--- config.mk ---
export PLATFORM = sky130hd
export DESIGN_NAME = dmem_port_arbiter_flat
export DESIGN_NICKNAME = d
export VERILOG_FILES = /design/src/rtl/dmem_port_arbiter_if.sv /design/src/rtl/dmem_port_arbiter.sv /design/src/flat_wrapper.sv
export SDC_FILE = /design/constraint.sdc
export NUM_CORES = 1
export LEC_CHECK = 0
export CAP_MARGIN = 20
export CORE_AREA = 2 2 231 233
export CTS_CLUSTER_DIAMETER = 40
export DETAILED_ROUTE_END_ITERATION = 8
export DIE_AREA = 0 0 233 235
export PLACE_DENSITY = 0.42
export SETUP_SLACK_MARGIN = 0.1
export SYNTH_ARGS = -nofsm -noshare
export SYNTH_HDL_FRONTEND = slang
export SYNTH_SLANG_ARGS = --single-unit
--- constraint.sdc ---
create_clock -name clk -period 2.17 [get_ports clk]
set_clock_uncertainty 0.1 [all_clocks]
set_input_delay 0.651 -clock clk [delete_from_list [all_inputs] [get_ports clk]]
set_output_delay 0.651 -clock clk [all_outputs]
set_load 0.05 [all_outputs]
--- src/rtl/dmem_port_arbiter_if.sv ---
// Bundle of the CPU LSU, external requester and data_mem port signals seen by
// dmem_port_arbiter. The slave modport is the arbiter's view. The master modport
// is the surrounding system's view: requesters plus the data_mem read path.
interface dmem_port_arbiter_if #(
   parameter int ADDR_W = 64,
   parameter int DATA_W = 64
);
   logic              cpu_req;
   logic              cpu_we;
   logic [ADDR_W-1:0] cpu_addr;
   logic [DATA_W-1:0] cpu_wdata;
   logic              cpu_stall;
   logic              cpu_rvalid;
   logic [DATA_W-1:0] cpu_rdata;

   logic              ext_req;
   logic              ext_we;
   logic [ADDR_W-1:0] ext_addr;
   logic [DATA_W-1:0] ext_wdata;
   logic              ext_gnt;
   logic              ext_rvalid;
   logic [DATA_W-1:0] ext_rdata;

   logic              mem_read;
   logic              mem_write;
   logic [ADDR_W-1:0] mem_addr;
   logic [DATA_W-1:0] mem_wdata;
   logic [DATA_W-1:0] mem_rdata;

   modport slave (
      input  cpu_req, cpu_we, cpu_addr, cpu_wdata,
      output cpu_stall, cpu_rvalid, cpu_rdata,
      input  ext_req, ext_we, ext_addr, ext_wdata,
      output ext_gnt, ext_rvalid, ext_rdata,
      output mem_read, mem_write, mem_addr, mem_wdata,
      input  mem_rdata
   );

   modport master (
      output cpu_req, cpu_we, cpu_addr, cpu_wdata,
      input  cpu_stall, cpu_rvalid, cpu_rdata,
      output ext_req, ext_we, ext_addr, ext_wdata,
      input  ext_gnt, ext_rvalid, ext_rdata,
      input  mem_read, mem_write, mem_addr, mem_wdata,
      output mem_rdata
   );
endinterface

--- src/rtl/dmem_port_arbiter.sv ---
// Shares the single data_mem port between the CPU load/store path and one
// external requester. CPU has priority; a saturating wait counter forces an
// external win once it has waited STARVE_LIM contended cycles, after which the
// counter clears so the CPU wins the next contended cycle.
// Grants are purely combinational; only the wait counter and the per-owner
// read-return registers hold state.
module dmem_port_arbiter #(
   parameter int ADDR_W     = 64,
   parameter int DATA_W     = 64,
   parameter int STARVE_LIM = 4
) (
   input logic               clk,
   input logic               rst,
   dmem_port_arbiter_if.slave bus
);

   localparam logic [3:0] LP_LIM = 4'(STARVE_LIM);

   logic [3:0]        r_wait_cnt;
   logic              r_cpu_rvalid;
   logic [DATA_W-1:0] r_cpu_rdata;
   logic              r_ext_rvalid;
   logic [DATA_W-1:0] r_ext_rdata;

   logic              w_starved;
   logic              w_ext_win;
   logic              w_cpu_win;

   // Grant decision; gated by rst so a reset asserted mid-cycle kills any strobe.
   always_comb begin
      w_starved = (r_wait_cnt >= LP_LIM);
      w_ext_win = rst & bus.ext_req & (~bus.cpu_req | w_starved);
      w_cpu_win = rst & bus.cpu_req & ~w_ext_win;
   end

   // Port mux toward data_mem and handshake outputs to both requesters.
   always_comb begin
      bus.mem_read  = 1'b0;
      bus.mem_write = 1'b0;
      bus.mem_addr  = {ADDR_W{1'b0}};
      bus.mem_wdata = {DATA_W{1'b0}};
      if (w_ext_win) begin
         bus.mem_read  = ~bus.ext_we;
         bus.mem_write = bus.ext_we;
         bus.mem_addr  = bus.ext_addr;
         bus.mem_wdata = bus.ext_wdata;
      end else if (w_cpu_win) begin
         bus.mem_read  = ~bus.cpu_we;
         bus.mem_write = bus.cpu_we;
         bus.mem_addr  = bus.cpu_addr;
         bus.mem_wdata = bus.cpu_wdata;
      end
      bus.ext_gnt    = w_ext_win;
      bus.cpu_stall  = rst & bus.cpu_req & ~w_cpu_win;
      bus.cpu_rvalid = r_cpu_rvalid;
      bus.cpu_rdata  = r_cpu_rdata;
      bus.ext_rvalid = r_ext_rvalid;
      bus.ext_rdata  = r_ext_rdata;
   end

   // Starvation counter: counts denied ext cycles, forfeited on grant or withdrawal.
   always_ff @(posedge clk or negedge rst) begin
      if (!rst) begin
         r_wait_cnt <= 4'd0;
      end else if (bus.ext_req && !w_ext_win) begin
         if (r_wait_cnt != 4'hF) r_wait_cnt <= r_wait_cnt + 4'd1;
      end else begin
         r_wait_cnt <= 4'd0;
      end
   end

   // Read return: capture data_mem output at the granted edge into the owner's register.
   always_ff @(posedge clk or negedge rst) begin
      if (!rst) begin
         r_cpu_rvalid <= 1'b0;
         r_cpu_rdata  <= {DATA_W{1'b0}};
         r_ext_rvalid <= 1'b0;
         r_ext_rdata  <= {DATA_W{1'b0}};
      end else begin
         r_cpu_rvalid <= w_cpu_win & ~bus.cpu_we;
         r_ext_rvalid <= w_ext_win & ~bus.ext_we;
         if (w_cpu_win && !bus.cpu_we) r_cpu_rdata <= bus.mem_rdata;
         if (w_ext_win && !bus.ext_we) r_ext_rdata <= bus.mem_rdata;
      end
   end

endmodule

--- src/flat_wrapper.sv ---
// flat-port wrapper written by rule: the top's interface ports become plain ports
module dmem_port_arbiter_flat 
#(
   parameter int ADDR_W     = 64,
   parameter int DATA_W     = 64,
   parameter int STARVE_LIM = 4
)
  (clk, rst, bus_cpu_req, bus_cpu_we, bus_cpu_addr, bus_cpu_wdata, bus_cpu_stall, bus_cpu_rvalid, bus_cpu_rdata, bus_ext_req, bus_ext_we, bus_ext_addr, bus_ext_wdata, bus_ext_gnt, bus_ext_rvalid, bus_ext_rdata, bus_mem_read, bus_mem_write, bus_mem_addr, bus_mem_wdata, bus_mem_rdata);
  dmem_port_arbiter_if #(.ADDR_W(ADDR_W), .DATA_W(DATA_W)) bus_i ();
  input logic clk;
  input logic rst;
  input wire logic [$bits(bus_i.cpu_req)-1:0] bus_cpu_req;
  input wire logic [$bits(bus_i.cpu_we)-1:0] bus_cpu_we;
  input wire logic [$bits(bus_i.cpu_addr)-1:0] bus_cpu_addr;
  input wire logic [$bits(bus_i.cpu_wdata)-1:0] bus_cpu_wdata;
  output wire logic [$bits(bus_i.cpu_stall)-1:0] bus_cpu_stall;
  output wire logic [$bits(bus_i.cpu_rvalid)-1:0] bus_cpu_rvalid;
  output wire logic [$bits(bus_i.cpu_rdata)-1:0] bus_cpu_rdata;
  input wire logic [$bits(bus_i.ext_req)-1:0] bus_ext_req;
  input wire logic [$bits(bus_i.ext_we)-1:0] bus_ext_we;
  input wire logic [$bits(bus_i.ext_addr)-1:0] bus_ext_addr;
  input wire logic [$bits(bus_i.ext_wdata)-1:0] bus_ext_wdata;
  output wire logic [$bits(bus_i.ext_gnt)-1:0] bus_ext_gnt;
  output wire logic [$bits(bus_i.ext_rvalid)-1:0] bus_ext_rvalid;
  output wire logic [$bits(bus_i.ext_rdata)-1:0] bus_ext_rdata;
  output wire logic [$bits(bus_i.mem_read)-1:0] bus_mem_read;
  output wire logic [$bits(bus_i.mem_write)-1:0] bus_mem_write;
  output wire logic [$bits(bus_i.mem_addr)-1:0] bus_mem_addr;
  output wire logic [$bits(bus_i.mem_wdata)-1:0] bus_mem_wdata;
  input wire logic [$bits(bus_i.mem_rdata)-1:0] bus_mem_rdata;
  assign bus_i.cpu_req = bus_cpu_req;
  assign bus_i.cpu_we = bus_cpu_we;
  assign bus_i.cpu_addr = bus_cpu_addr;
  assign bus_i.cpu_wdata = bus_cpu_wdata;
  assign bus_cpu_stall = bus_i.cpu_stall;
  assign bus_cpu_rvalid = bus_i.cpu_rvalid;
  assign bus_cpu_rdata = bus_i.cpu_rdata;
  assign bus_i.ext_req = bus_ext_req;
  assign bus_i.ext_we = bus_ext_we;
  assign bus_i.ext_addr = bus_ext_addr;
  assign bus_i.ext_wdata = bus_ext_wdata;
  assign bus_ext_gnt = bus_i.ext_gnt;
  assign bus_ext_rvalid = bus_i.ext_rvalid;
  assign bus_ext_rdata = bus_i.ext_rdata;
  assign bus_mem_read = bus_i.mem_read;
  assign bus_mem_write = bus_i.mem_write;
  assign bus_mem_addr = bus_i.mem_addr;
  assign bus_mem_wdata = bus_i.mem_wdata;
  assign bus_i.mem_rdata = bus_mem_rdata;
  dmem_port_arbiter #(.ADDR_W(ADDR_W), .DATA_W(DATA_W), .STARVE_LIM(STARVE_LIM)) u_core (.clk(clk), .rst(rst), .bus(bus_i));
endmodule
==> flow_summary_export.csv <==
group,metric,value,unit
status,status,"finished with violations",
status,violations,"negative setup slack",
die,start_util,12.1,%
drt,ant_nets,0,
cts,path_clk_slew,70,ps
synth,synth.top_cell.area_share,53.0,%
synth,synth_top_family_by_area,"multiplexers",
drt,drcViolationCount,0,
synth,synth_xor_area_share,0.139,%
synth,synth-seq-cells,134,
setup_path,reg2reg_depth,12,
timing,relSlewSlack,41.0,%
drt,firstDrtPassIters,4,
setup_path,cp.required,1420,ps
setup_path,worst-endpoint-arrival,2010,ps
die,die_y,235,um
layout,final_layout_size_suffix_gt1_share,55.5,%
power,p_leak,7.68,nW
synth,synth_top_area_cell,"dfrtp_1",
synth,synth-seq-area-share,53.0,%
cts,clockBufferDepth,2,
timing,final.setup.worst_slack,-592,ps
layout,fin_util,33.6,%
layout,layout_common_cells,"321 x clkdlybuf4s50_1, 152 x buf_12, 149 x buf_4",
min_path,hold_path.class,"primary input to asynchronous set/reset pin",
setup_path,timing.rr.start,"u_core.r_wait_cnt[3]",
cts,clock_latency,440,ps
place,dp.cells,1737,
power,p_per_area,723,nW/um^2
place,numPortBuffers,587,
grt,track_usage,16.9,%
timing,tightest_slew,885,ps
grt,grt_max_degree,133,
setup_path,endpoint_kind,"output port",
layout,fin_area,17500,um^2
layout,area_growth,178,%
grt,grt.overflow.total,0,
drt,drt_iter0_markers,246,
synth,avgSynthCellArea,13.7,um^2
place,hpwl,37.7,mm
synth,syn-cell-area,6320,um^2
timing,setup_viol,196,
setup_path,cp-start-kind,"register",
place,dpl_cell_area,15300,um^2
synth,syn_inst,461,
timing,fin_crit_sh,127,%
layout,fin_nets,1447,
grt,grt_pass1_wl,63.2,mm
drt,wirelength,48.8,mm
setup_path,path_max_fanout,5,
die,die_area,54800,um^2
synth,synth-simple-area-share,1.86,%
synth,synth.area.top_cells,"dfrtp_1 53%, mux2_2 18%, a22o_1 18%, mux2_1 4.8%, buf_2 1.7%",
timing,hold_violations,0,
cts,cts_num_sinks,134,
setup_path,path_class,"register to output port",
drt,viasPerCell,3.82,
synth,yosysUniqueCellTypes,26,
cts,cts_made_buffers,17,
grt,antenna_found_initial,19,
layout,final_common_cell,"clkdlybuf4s50_1",
power,irDropWorstVdd,600,uV
die,std_cell_rows,84,
place,routabilityCongestion,0.847,
synth,synth_compound_area_share,18.1,%
layout,instances_no_fill,1827,
drt,num_vias,6971,
die,io_pins,588,
timing,finalSetupTns,-79610,ps
synth,yosysWarnings,0,
timing,rsz0062_at_grt,"yes",
flow_run,maxCapViolations,0,
synth,synthMuxAreaShare,23.0,%
drt,drt-wirelength-per-cell,26.7,um
synth,mappedNetlistNets,788,
cts,cts_tree,"done",
cts,htree_levels,4,
die,die_x,233,um
setup_path,rrSetupSlack,-200,ps
setup_path,r2r_end,"u_core.bus.cpu_rdata[41]",
timing,fin_crit,2760,ps
die,core_area,52200,um^2
timing,maxSlewViolCount,0,
grt,grt_pass1_vias,7419,
synth,synth_adder_area_share,0.198,%
timing,clock.fmax,362,MHz
cts,root_buffer,"clkbuf_16",
## area by class of cell
type                    count  area (um^2)
flip-flops and latches    134         3350
well taps                 688          861
diodes                      6         15.0
clock inverters            15          155
fillers                  5157        34700
repair buffers            682         8580
clock buffers              17          425
multi-input cells         284         4150
inverters                   1         3.75
## worst max-delay path: stages, from the launching register on
cell and delay, ps:
dfrtp_1 420, nor3b_4 260, nor2_4 80, buf_12 160
buf_16 140, buf_12 120, a22o_4 240, buf_12 150
## flip-flops by register name (all words and copies together) (netlist names)
signal / flops
u_core.r_wait_cnt: 4
u_core.bus.cpu_rdata: 64
u_core.bus.cpu_rvalid: 1
u_core.bus.ext_rdata: 64
u_core.bus.ext_rvalid: 1
## cell families (layout without fill, tap and decap cells)
kind of cell,Yosys count,count (layout)
other,0,6
xor gates and xnor gates,1,1
DFF,134,134
adders and majority gates,1,1
and+or+nand+nor,21,21
AOI/OAI and AO/OA,132,132
muxes,129,129
buffers and inverters,43,715
## per-stage QoR
stage | hold slack (ps) | setup WS (ps) | power, mW
after floorplan | 255 | -247 | 6.62
after global placement | 370 | -915 | 9.38
after detailed placement | 376 | -909 | 9.39
after CTS | 375 | -646 | 12.7
after global routing | 331 | -662 | 13.2
final | 210 | -592 | 12.7
## where the power goes
group | total, mW | switching, mW | internal, mW
clock network | 2.94 | 1.25 | 1.70
registers | 3.31 | 0.293 | 3.02
logic | 6.42 | 3.65 | 2.78
## repair_timing
item,CTS,global route
endpoints found under the hold margin,2,0
hold buffers,1,0
gates cloned,16,13
pin swaps,8,13
gates resized for setup,83,83
buffers inserted,22,6
endpoints found under the setup margin,260,242
## worst max-delay path by stage
stage	to	slack, ps	startpoint	depth (start not counted)
floorplan	bus_mem_wdata[43]	-250	bus_ext_req	5
global placement	bus_mem_addr[27]	-920	bus_cpu_req	8
detailed placement	bus_mem_addr[27]	-910	bus_cpu_req	8
CTS	bus_mem_addr[54]	-650	u_core.r_wait_cnt[3]	7
global route	bus_mem_addr[54]	-660	u_core.r_wait_cnt[2]	7
finish	bus_mem_addr[54]	-590	u_core.r_wait_cnt[2]	7
## per-layer routing
layer	wire (um)	share of wire, %	global-route usage [%]
met5	129	0.26	0
met4	1030	2.1	4.77
met3	4370	9.0	6.54
met2	26100	54	31.3
met1	17200	35	17.4
## synth_stat cells (all sizes together)
| library cell | n |
|---|---|
| a22o | 128 |
| a31oi | 1 |
| and2 | 1 |
| buf | 32 |
| clkbuf | 10 |
| dfrtp | 134 |
| ha | 1 |
| inv | 1 |
| mux2 | 128 |
| mux2i | 1 |
| nand2 | 3 |
| nand3 | 3 |
| nor2 | 6 |
| nor2b | 1 |
| nor3 | 4 |
| nor3b | 2 |
| o21a | 1 |
| o21ai | 2 |
| or2 | 1 |
| xnor2 | 1 |
No activity file was read; power rests on OpenSTA's default activity.
